===== src/rtl/arm_ctrl_pkg.sv =====
// Shared types and encodings for the multicycle ARM control unit.
// The optional memory handshake is enabled with the ARM_MC_MEM_READY_EN macro.
package arm_ctrl_pkg;

    localparam int NUM_STATES = 10;
    localparam int STATE_W    = $clog2(NUM_STATES);
    localparam int FLAG_W     = 4;

    typedef enum logic [STATE_W-1:0] {
        S_FETCH  = 4'd0,
        S_DECODE = 4'd1,
        S_MEMADR = 4'd2,
        S_MEMRD  = 4'd3,
        S_MEMWB  = 4'd4,
        S_MEMWR  = 4'd5,
        S_EXECR  = 4'd6,
        S_EXECI  = 4'd7,
        S_ALUWB  = 4'd8,
        S_BRANCH = 4'd9
    } state_t;

    localparam logic [1:0] ALU_ADD = 2'b00;
    localparam logic [1:0] ALU_SUB = 2'b01;
    localparam logic [1:0] ALU_AND = 2'b10;
    localparam logic [1:0] ALU_ORR = 2'b11;

    localparam logic [1:0] SRCB_RD2  = 2'b00;
    localparam logic [1:0] SRCB_IMM  = 2'b01;
    localparam logic [1:0] SRCB_FOUR = 2'b10;

    localparam logic [1:0] RES_ALUOUT    = 2'b00;
    localparam logic [1:0] RES_DATA      = 2'b01;
    localparam logic [1:0] RES_ALURESULT = 2'b10;

    localparam logic [1:0] OP_DP  = 2'b00;
    localparam logic [1:0] OP_MEM = 2'b01;
    localparam logic [1:0] OP_BR  = 2'b10;

    localparam logic [3:0] CMD_ADD = 4'b0100;
    localparam logic [3:0] CMD_SUB = 4'b0010;
    localparam logic [3:0] CMD_AND = 4'b0000;
    localparam logic [3:0] CMD_ORR = 4'b1100;

    localparam logic [3:0] COND_EQ = 4'b0000;
    localparam logic [3:0] COND_NE = 4'b0001;
    localparam logic [3:0] COND_CS = 4'b0010;
    localparam logic [3:0] COND_CC = 4'b0011;
    localparam logic [3:0] COND_MI = 4'b0100;
    localparam logic [3:0] COND_PL = 4'b0101;
    localparam logic [3:0] COND_VS = 4'b0110;
    localparam logic [3:0] COND_VC = 4'b0111;
    localparam logic [3:0] COND_HI = 4'b1000;
    localparam logic [3:0] COND_LS = 4'b1001;
    localparam logic [3:0] COND_GE = 4'b1010;
    localparam logic [3:0] COND_LT = 4'b1011;
    localparam logic [3:0] COND_GT = 4'b1100;
    localparam logic [3:0] COND_LE = 4'b1101;
    localparam logic [3:0] COND_AL = 4'b1110;
    localparam logic [3:0] COND_NV = 4'b1111;

endpackage


===== src/rtl/arm_cond_logic.sv =====
// NZCV flag register (NZ and CV halves enabled separately) and the
// combinational condition evaluator that reads it.
module arm_cond_logic
    import arm_ctrl_pkg::*;
(
    input  logic              clk,
    input  logic              reset,
    input  logic [3:0]        cond,
    input  logic [FLAG_W-1:0] alu_flags,
    input  logic              nz_write,
    input  logic              cv_write,
    output logic              cond_ex,
    output logic [FLAG_W-1:0] flags
);

    logic [1:0] nz;
    logic [1:0] cv;
    logic       n, z, c, v;

    always_ff @(posedge clk) begin
        if (reset) begin
            nz <= 2'b00;
        end else if (nz_write) begin
            nz <= alu_flags[3:2];
        end
    end

    always_ff @(posedge clk) begin
        if (reset) begin
            cv <= 2'b00;
        end else if (cv_write) begin
            cv <= alu_flags[1:0];
        end
    end

    assign flags = {nz, cv};
    assign {n, z} = nz;
    assign {c, v} = cv;

    // Reads the registered flags only, so a flag write lands one cycle later.
    always_comb begin
        cond_ex = 1'b0;
        case (cond)
            COND_EQ: cond_ex = z;
            COND_NE: cond_ex = ~z;
            COND_CS: cond_ex = c;
            COND_CC: cond_ex = ~c;
            COND_MI: cond_ex = n;
            COND_PL: cond_ex = ~n;
            COND_VS: cond_ex = v;
            COND_VC: cond_ex = ~v;
            COND_HI: cond_ex = c & ~z;
            COND_LS: cond_ex = ~c | z;
            COND_GE: cond_ex = (n == v);
            COND_LT: cond_ex = (n != v);
            COND_GT: cond_ex = ~z & (n == v);
            COND_LE: cond_ex = z | (n != v);
            COND_AL: cond_ex = 1'b1;
            default: cond_ex = 1'b0;
        endcase
    end

endmodule


===== src/rtl/arm_mc_controller.sv =====
// Multicycle ARM control unit: main FSM, ALU decode and condition-gated writes.
// Define ARM_MC_MEM_READY_EN to add the mem_ready wait handshake.
module arm_mc_controller
    import arm_ctrl_pkg::*;
(
    input  logic       clk,
    input  logic       reset,
    input  logic [3:0] cond,
    input  logic [1:0] op,
    input  logic [5:0] funct,
    input  logic [3:0] rd,
    input  logic [3:0] alu_flags,
`ifdef ARM_MC_MEM_READY_EN
    input  logic       mem_ready,
`endif
    output logic       pc_write,
    output logic       ir_write,
    output logic       reg_write,
    output logic       mem_write,
    output logic       adr_src,
    output logic       alu_src_a,
    output logic [1:0] alu_src_b,
    output logic [1:0] result_src,
    output logic [1:0] imm_src,
    output logic [1:0] reg_src,
    output logic [1:0] alu_control,
    output logic [3:0] state_dbg,
    output logic [3:0] flags_dbg
);

    state_t     state;
    logic       mem_ok;
    logic       cond_ex;
    logic [1:0] dec_alu;
    logic       cmd_ok;
    logic       ir_req, pc_req, branch_req, reg_req, mem_req, flag_req;
    logic       flag_ok;

`ifdef ARM_MC_MEM_READY_EN
    assign mem_ok = mem_ready;
`else
    assign mem_ok = 1'b1;
`endif

    always_ff @(posedge clk) begin
        if (reset) begin
            state <= S_FETCH;
        end else begin
            case (state)
                S_FETCH:  if (mem_ok) state <= S_DECODE;
                S_DECODE: begin
                    case (op)
                        OP_MEM:  state <= S_MEMADR;
                        OP_DP:   state <= funct[5] ? S_EXECI : S_EXECR;
                        OP_BR:   state <= S_BRANCH;
                        default: state <= S_FETCH;
                    endcase
                end
                S_MEMADR: state <= funct[0] ? S_MEMRD : S_MEMWR;
                S_MEMRD:  if (mem_ok) state <= S_MEMWB;
                S_MEMWB:  state <= S_FETCH;
                S_MEMWR:  if (mem_ok) state <= S_FETCH;
                S_EXECR:  state <= S_ALUWB;
                S_EXECI:  state <= S_ALUWB;
                S_ALUWB:  state <= S_FETCH;
                S_BRANCH: state <= S_FETCH;
                default:  state <= S_FETCH;
            endcase
        end
    end

    // Unsupported commands still drive ADD but may not write a register or flags.
    always_comb begin
        dec_alu = ALU_ADD;
        cmd_ok  = 1'b1;
        case (funct[4:1])
            CMD_ADD: dec_alu = ALU_ADD;
            CMD_SUB: dec_alu = ALU_SUB;
            CMD_AND: dec_alu = ALU_AND;
            CMD_ORR: dec_alu = ALU_ORR;
            default: begin
                dec_alu = ALU_ADD;
                cmd_ok  = 1'b0;
            end
        endcase
    end

    always_comb begin
        ir_req      = 1'b0;
        pc_req      = 1'b0;
        branch_req  = 1'b0;
        reg_req     = 1'b0;
        mem_req     = 1'b0;
        flag_req    = 1'b0;
        adr_src     = 1'b0;
        alu_src_a   = 1'b0;
        alu_src_b   = SRCB_RD2;
        result_src  = RES_ALUOUT;
        alu_control = ALU_ADD;
        case (state)
            S_FETCH: begin
                alu_src_a  = 1'b1;
                alu_src_b  = SRCB_FOUR;
                result_src = RES_ALURESULT;
                ir_req     = mem_ok;
                pc_req     = mem_ok;
            end
            S_DECODE: begin
                alu_src_a  = 1'b1;
                alu_src_b  = SRCB_FOUR;
                result_src = RES_ALURESULT;
            end
            S_MEMADR: alu_src_b = SRCB_IMM;
            S_MEMRD:  adr_src = 1'b1;
            S_MEMWB: begin
                result_src = RES_DATA;
                reg_req    = 1'b1;
            end
            S_MEMWR: begin
                adr_src = 1'b1;
                mem_req = mem_ok;
            end
            S_EXECR, S_EXECI: begin
                alu_src_b   = (state == S_EXECI) ? SRCB_IMM : SRCB_RD2;
                alu_control = dec_alu;
                flag_req    = funct[0] & cmd_ok;
            end
            S_ALUWB: reg_req = cmd_ok;
            S_BRANCH: begin
                alu_src_b  = SRCB_IMM;
                result_src = RES_ALURESULT;
                branch_req = 1'b1;
            end
            default: ;
        endcase
    end

    // Enables are dropped while reset is high so an aborted instruction writes nothing.
    assign ir_write  = ~reset & ir_req;
    assign reg_write = ~reset & reg_req & cond_ex;
    assign mem_write = ~reset & mem_req & cond_ex;
    assign pc_write  = ~reset & (pc_req | ((branch_req | (reg_req & (rd == 4'b1111))) & cond_ex));
    assign flag_ok   = ~reset & flag_req & cond_ex;

    assign imm_src   = op;
    assign reg_src   = {op == OP_MEM, op == OP_BR};
    assign state_dbg = state;

    arm_cond_logic u_cond (
        .clk       (clk),
        .reset     (reset),
        .cond      (cond),
        .alu_flags (alu_flags),
        .nz_write  (flag_ok),
        .cv_write  (flag_ok & ((dec_alu == ALU_ADD) | (dec_alu == ALU_SUB))),
        .cond_ex   (cond_ex),
        .flags     (flags_dbg)
    );

endmodule


===== config.mk =====
export PLATFORM = sky130hd
export DESIGN_NAME = arm_mc_controller
export DESIGN_NICKNAME = d
export VERILOG_FILES = /design/src/rtl/arm_ctrl_pkg.sv /design/src/rtl/arm_cond_logic.sv /design/src/rtl/arm_mc_controller.sv
export SDC_FILE = /design/constraint.sdc
export NUM_CORES = 1
export LEC_CHECK = 0
export CORE_MARGIN = 2
export CORE_UTILIZATION = 34
export CTS_CLUSTER_DIAMETER = 150
export DETAILED_ROUTE_END_ITERATION = 10
export PLACE_DENSITY = 0.86
export RECOVER_POWER = 100
export SETUP_SLACK_MARGIN = 0.5
export SLEW_MARGIN = 20
export SYNTH_ARGS = -nofsm -noshare
export SYNTH_HDL_FRONTEND = slang
export SYNTH_HIERARCHICAL = 1
export SYNTH_SLANG_ARGS = --single-unit

===== constraint.sdc =====
create_clock -name clk -period 2.1 [get_ports clk]
set_input_delay 0.21 -clock clk [delete_from_list [all_inputs] [get_ports clk]]
set_output_delay 0.21 -clock clk [all_outputs]
set_load 0.05 [all_outputs]

Word-level counts from Yosys, hierarchy flattened
Cells that the tools add are included.

Input port bits: 22. Flip-flop bits (word level): 8. Word-level logic and storage cells: 88. Output and inout port bits: 24.

Mux-type cells: 18. Bitwise operators: 24. Equality and inequality tests: 32. Reduce and logical (&&, ||, !) cells: 11.

Operator list (number): equality test 4 bit, second input constant (11); equality test 4 x 3 -> 1 bit, second input constant (9); equality test 4 x 2 -> 1 bit, second input constant (5); one-hot mux 4 bit (5 select lines) (1); one-hot mux 1 bit (15 select lines) (1); bitwise AND 1 bit (14); logical NOT 4 bit (3); one-hot mux 2 bit (3 select lines) (2); one-hot mux 4 bit (3 select lines) (1); 2-to-1 mux 1 bit (9); equality test 4 x 1 -> 1 bit, second input constant (2); OR reduction 2 bit (4); NOT 1 bit (5); bitwise OR 1 bit (5); equality test 2 x 1 -> 1 bit, second input constant (2); logical NOT 2 bit (2); one-hot mux 2 bit (2 select lines) (1); OR reduction 4 bit (1); 2-to-1 mux 3 bit (1); OR reduction 3 bit (1); equality test 2 bit, second input constant (1); 2-to-1 mux 2 bit (1); one-hot mux 1 bit (2 select lines) (1); equality test 1 bit (1); != test 1 bit (1).

Depth between registers and ports, before layout
Word-level depth: 9. Depth in mapped cells: 11. Gate-level depth less buffers: 10.

Cells and area by module
Netlist, hierarchy kept.

Modules (own cells, without submodules): arm_mc_controller (seq. area each 80.1 um2, times used 1, cells each 69, area each 467.9 um2); arm_cond_logic (seq. area each 80.1 um2, times used 1, cells each 40, area each 337.8 um2).

Worst setup path after synthesis
Ideal clock, no wire load.

Path kind: flip-flop to output port. Start point: reg u_cond.cv[0]. End point: out reg_write. Buffers on the path: 0. Data arrival time: 3250 ps. Setup slack: -1360 ps. Required time: 1890 ps. Stages on the path, launching flop included: 8. Cell sequence: dfxtp_1 > and4b_2 > o21ai_0 > o211ai_1 > mux2i_1 > o31ai_1 > nand2b_1 > nor4_1.

Cells in the longest elaborated chain, start to end: 4. Elaborated cells between the ends (all ways): 7. Those cells by class: eq/ne: 2; mux: 1; bitwise: 4.

RTL lines: from (decl) (line arm_cond_logic.sv:17) `logic [1:0] cv;`; from (signal assigned) (line arm_cond_logic.sv:32) `cv <= alu_flags[1:0];`; != test 1 bit / equality test 1 bit (equally long branches); bitwise OR 1 bit / bitwise AND 1 bit (equally long branches) (line arm_cond_logic.sv:57, arm_cond_logic.sv:56); one-hot mux 1 bit (15 select lines) (*) (line arm_cond_logic.sv:43) `case (cond)`; via cond_ex (line arm_mc_controller.sv:33) `logic cond_ex;`; bitwise AND 1 bit (*) (line arm_mc_controller.sv:140) `assign reg_write = ~reset & reg_req & cond_ex;`; to (decl) (line arm_mc_controller.sv:18) `output logic reg_write,`.

The timed path passes the listed nets; every way through them passes the cells marked *.

Worst setup path in the final report
Start point: reg u_cond.cv[0]. End point: out pc_write.

Cells in the longest elaborated chain, start to end: 6. Elaborated cells between the ends (all ways): 9. Those cells by class: eq/ne: 2; mux: 1; bitwise: 6.

RTL lines: != test 1 bit / equality test 1 bit (equally long branches); bitwise OR 1 bit / bitwise AND 1 bit (equally long branches) (line arm_cond_logic.sv:57, arm_cond_logic.sv:56); one-hot mux 1 bit (15 select lines) (*) (line arm_cond_logic.sv:43); via cond_ex (line arm_mc_controller.sv:33); bitwise AND 1 bit (*) (line arm_mc_controller.sv:142) `assign pc_write = ~reset & (pc_req | ((branch_req | (reg_req & (rd == 4'b1111))) & cond_ex));`; bitwise OR 1 bit (*) (line arm_mc_controller.sv:142); bitwise AND 1 bit (*) (line arm_mc_controller.sv:142); to (decl) (line arm_mc_controller.sv:16) `output logic pc_write,`.

Marks and branches as above.

==> results.py <==
metrics = {
    "worst_setup_path": {
        "worstSetupStartpointType": "flop",
        "critical_path_required_ns": 1.89,
        "critical_path_arrival_ns": 2.47,
        "cp_launch_point": "u_cond/cv[0]",
        "critPathSlowestCell": "dfxtp_4",
        "crit_path_end_kind": "output port",
        "setup.worst_path.class": "reg2out",
        "critPathMaxFanout": 5,
        "cell_by_cell_listing_of_the_critical_path": "nor4b_4, a31oi_1, o211ai_1, mux2i_1, o31ai_2, nor2b_4, buf_4, nand3_2, o41ai_4, buf_12",
        "rr_startpoint": "u_cond/cv[0]",
        "cp_slowest_stage_delay_ns": 0.37,
    },
    "placement": {
        "gp_congestion": 0.809,
        "placement.setup.worst_slack_ns": -0.768,
        "post-dp-hpwl_mm": 2.27,
        "input_output_buffers": 45,
        "post_dp_cell_area_um2": 1620,
    },
    "synth": {
        "synth_fa_ha_area_share_pct": 0,
        "library_cell_occupying_the_most_area_in_the_post_synthesis_netlist": "dfxtp_1",
        "synthMuxAreaShare_pct": 9.47,
        "net_count_after_synthesis": 131,
        "synth_compound_area_share_pct": 22.5,
        "ys_warn_count": 6,
        "sequential_share_of_the_synthesized_area_pct": 19.9,
        "synth_simple_gate_area_share_pct": 35.2,
        "synth_enable_flop_cells": 0,
        "synth_area_leaders": "dfxtp_1 (20%), nor2_1 (7.5%), mux2i_1 (6.2%), nor3_1 (6.2%), nand2b_1 (3.9%)",
        "mappedNetlistArea_um2": 806,
        "postSynthAreaPerCell_um2": 7.39,
        "synth.top_cell.area_share_pct": 19.9,
        "ys_types": 42,
        "ys_async_sr_fraction_pct": 0,
        "synth.ff_latch_count": 8,
        "syn-instance-count": 109,
        "yosys.area_share.xor_xnor_pct": 5.43,
        "synth_top_family_by_area": "simple AND/OR/NAND/NOR gates",
        "postSynth.topFlopCell": "dfxtp_1",
    },
    "timing": {
        "grt_setup_unrepaired": "true",
        "setup_slack_ns": -0.578,
        "finalMaxSlewViolations": 0,
        "setup-violations-final": 7,
        "period_share_pct": 128,
        "slew-limit-headroom_pct": 67.2,
        "max_freq_mhz": 373,
        "hold_viol": 0,
        "final.setup_skew_ns": 0.0172,
        "worst_slew_pin_slew_ns": 0.494,
        "timing.final.crit_period_ns": 2.68,
    },
    "finish": {
        "area_growth_syn_to_layout_pct": 124,
        "final_common_cell": "buf_4",
        "stdcell_area_um2": 1800,
        "antenna-diode-count": 0,
        "post_route_cells_drive_above_1_share_pct": 50.6,
        "fin_nets": 203,
        "highest_count_cells_in_the_layout_ignoring_fill_and_taps": "buf_4 (31), clkdlybuf4s50_1 (14), nor2_1 (12)",
    },
    "global_route": {
        "antenna_found_initial": 0,
        "grt.total_usage_pct": 23.1,
        "globalRoute.totalOverflow": 0,
        "grt_pass1_vias": 1057,
        "grt_first_pass_wirelength_mm": 4.72,
        "maximum_number_of_pins_on_one_net_before_global_route_repair": 19,
    },
    "die": {
        "die-height_um": 52.7,
        "dieArea_um2": 2780,
        "floorplan.die.width_um": 52.7,
        "io-pin-count": 46,
        "floorplan.rows": 17,
        "initial_util_pct": 36.1,
        "core_area_um2": 2230,
    },
    "power": {
        "switching_power_w": 0.000301,
        "sw_frac_of_total_pct": 42.4,
        "power-per-cell-area_nw_per_um2": 394,
        "comb_power_share_pct": 55.4,
        "intPower_w": 0.000409,
        "leakagePower_nw": 0.798,
        "ir_drop_mv": 0.348,
        "clockPowerShare_pct": 20.0,
        "seqPwrFrac_pct": 24.6,
    },
    "cts": {
        "clkLatencyLatePin_ns": 0.28,
        "tritoncts": "built",
        "post_cts_hold_buffer_count": 0,
        "clkSlewWorstSetupHoldPaths_ns": 0.08,
        "cts.htree.levels": 1,
        "cts-buffers-inserted": 3,
        "clk_path_buf_depth": 2,
        "cts.sink_count": 8,
        "clockRootBuffer": "clkbuf_4",
    },
    "routing": {
        "drt_first_pass_iters": 4,
        "vias": 1201,
        "drtIter0Drc": 50,
        "avgRoutedWirePerCell_um": 16.7,
        "finalWirelength_mm": 3.47,
        "vias_per_cell": 5.77,
        "postRouteAntennaNets": 0,
        "drc": 0,
    },
    "min_path": {
        "worst_hold_startpoint": "funct[4]",
        "hold_path.class": "in2reg",
    },
    "run": {
        "maxCapViolations": 0,
    },
    "run_status": {
        "failed_checks": "negative setup slack",
        "status": "complete, but fails checks",
    },
}
==> routing by layer <==
layer	global-route usage, %	part of all wire, %
met4	8.97	4.4
met5	0	0
met3	2.86	6.0
met2	45.8	56
met1	23.8	34
==> through the flow <==
step	hold WS [ns]	TNS [ns]	util [%]	total power (W)	cells
3_3_place_gp	0.529	-3.60	72.4	0.000525	192
5_1_grt	0.506	-4.02	80.7	0.000742	208
2_1_floorplan	0.273	-0.780	-	0.000388	109
4_1_cts	0.515	-2.00	74.6	0.000670	198
6_report	0.453	-2.82	80.7	0.000710	208
3_5_place_dp	0.555	-4.70	72.4	0.000534	192
==> registers in the layout, indices dropped and copies added (netlist names) <==
| register | count |
|---|---|
| state_dbg | 4 |
| u_cond/cv | 2 |
| u_cond/nz | 2 |
==> power groups by stage <==
stage	registers, W	clock network, W	logic (W)
6_report	0.000175	0.000142	0.000393
3_3_place_gp	0.000184	0	0.000342
2_1_floorplan	0.000178	0	0.000209
5_1_grt	0.000176	0.000153	0.000413
4_1_cts	0.000181	0.000138	0.000351
3_5_place_dp	0.000184	0	0.000350
==> worst paths after layout <==
path	endpoint	slack [ns]	cells after the start
worst min-delay path	u_cond/cv[0]	0.45	5
worst max-delay path	pc_write	-0.58	10
worst min register to register	u_cond/nz[0]	0.57	2
worst max register to register	u_cond/cv[1]	-0.44	11
==> final cells by class <==
class | count | area, um^2
clock buffer | 4 | 26.3
sequential | 8 | 184
tap | 28 | 35.0
fill | 151 | 432
multi-input combinational | 90 | 807
inverter | 3 | 11.3
timing repair buffer | 75 | 738
==> cells by family after synthesis <==
| family | count (synthesis) |
|---|---|
| xor+xnor | 5 |
| compound gates | 25 |
| simple gates | 53 |
| buf+inv | 11 |
| flops | 8 |
| mux | 7 |
==> synthesized netlist by cell type (2+ instances only) <==
library cell  count
a21oi_1           6
a31oi_1           3
buf_2             3
buf_4             2
clkbuf_1          2
dfxtp_1           8
inv_1             3
mux2i_1           5
nand2_1           5
nand2b_1          5
nand3_1           3
nor2_1           16
nor2b_1           3
nor3_1           10
o21ai_0           5
xnor2_1           3
xor2_1            2
==> worst max-delay path: cells and delay by family, from the launching register on <==
family | cells | cell delay (ns)
AO/OA/AOI/OAI | 4 | 0.83
buffers and inverters | 2 | 0.29
flip-flops | 1 | 0.37
AND/OR/NAND/NOR | 3 | 0.55
multiplexers | 1 | 0.14
==> timing repair <==
| action | 4_1_cts | 5_1_grt |
|---|---|---|
| buffers inserted | 2 | 10 |
| gates resized for setup | 23 | 26 |
| pin swaps | 4 | 4 |
| setup endpoints to repair | 21 | 15 |
No activity file was read; power rests on OpenSTA's default activity.
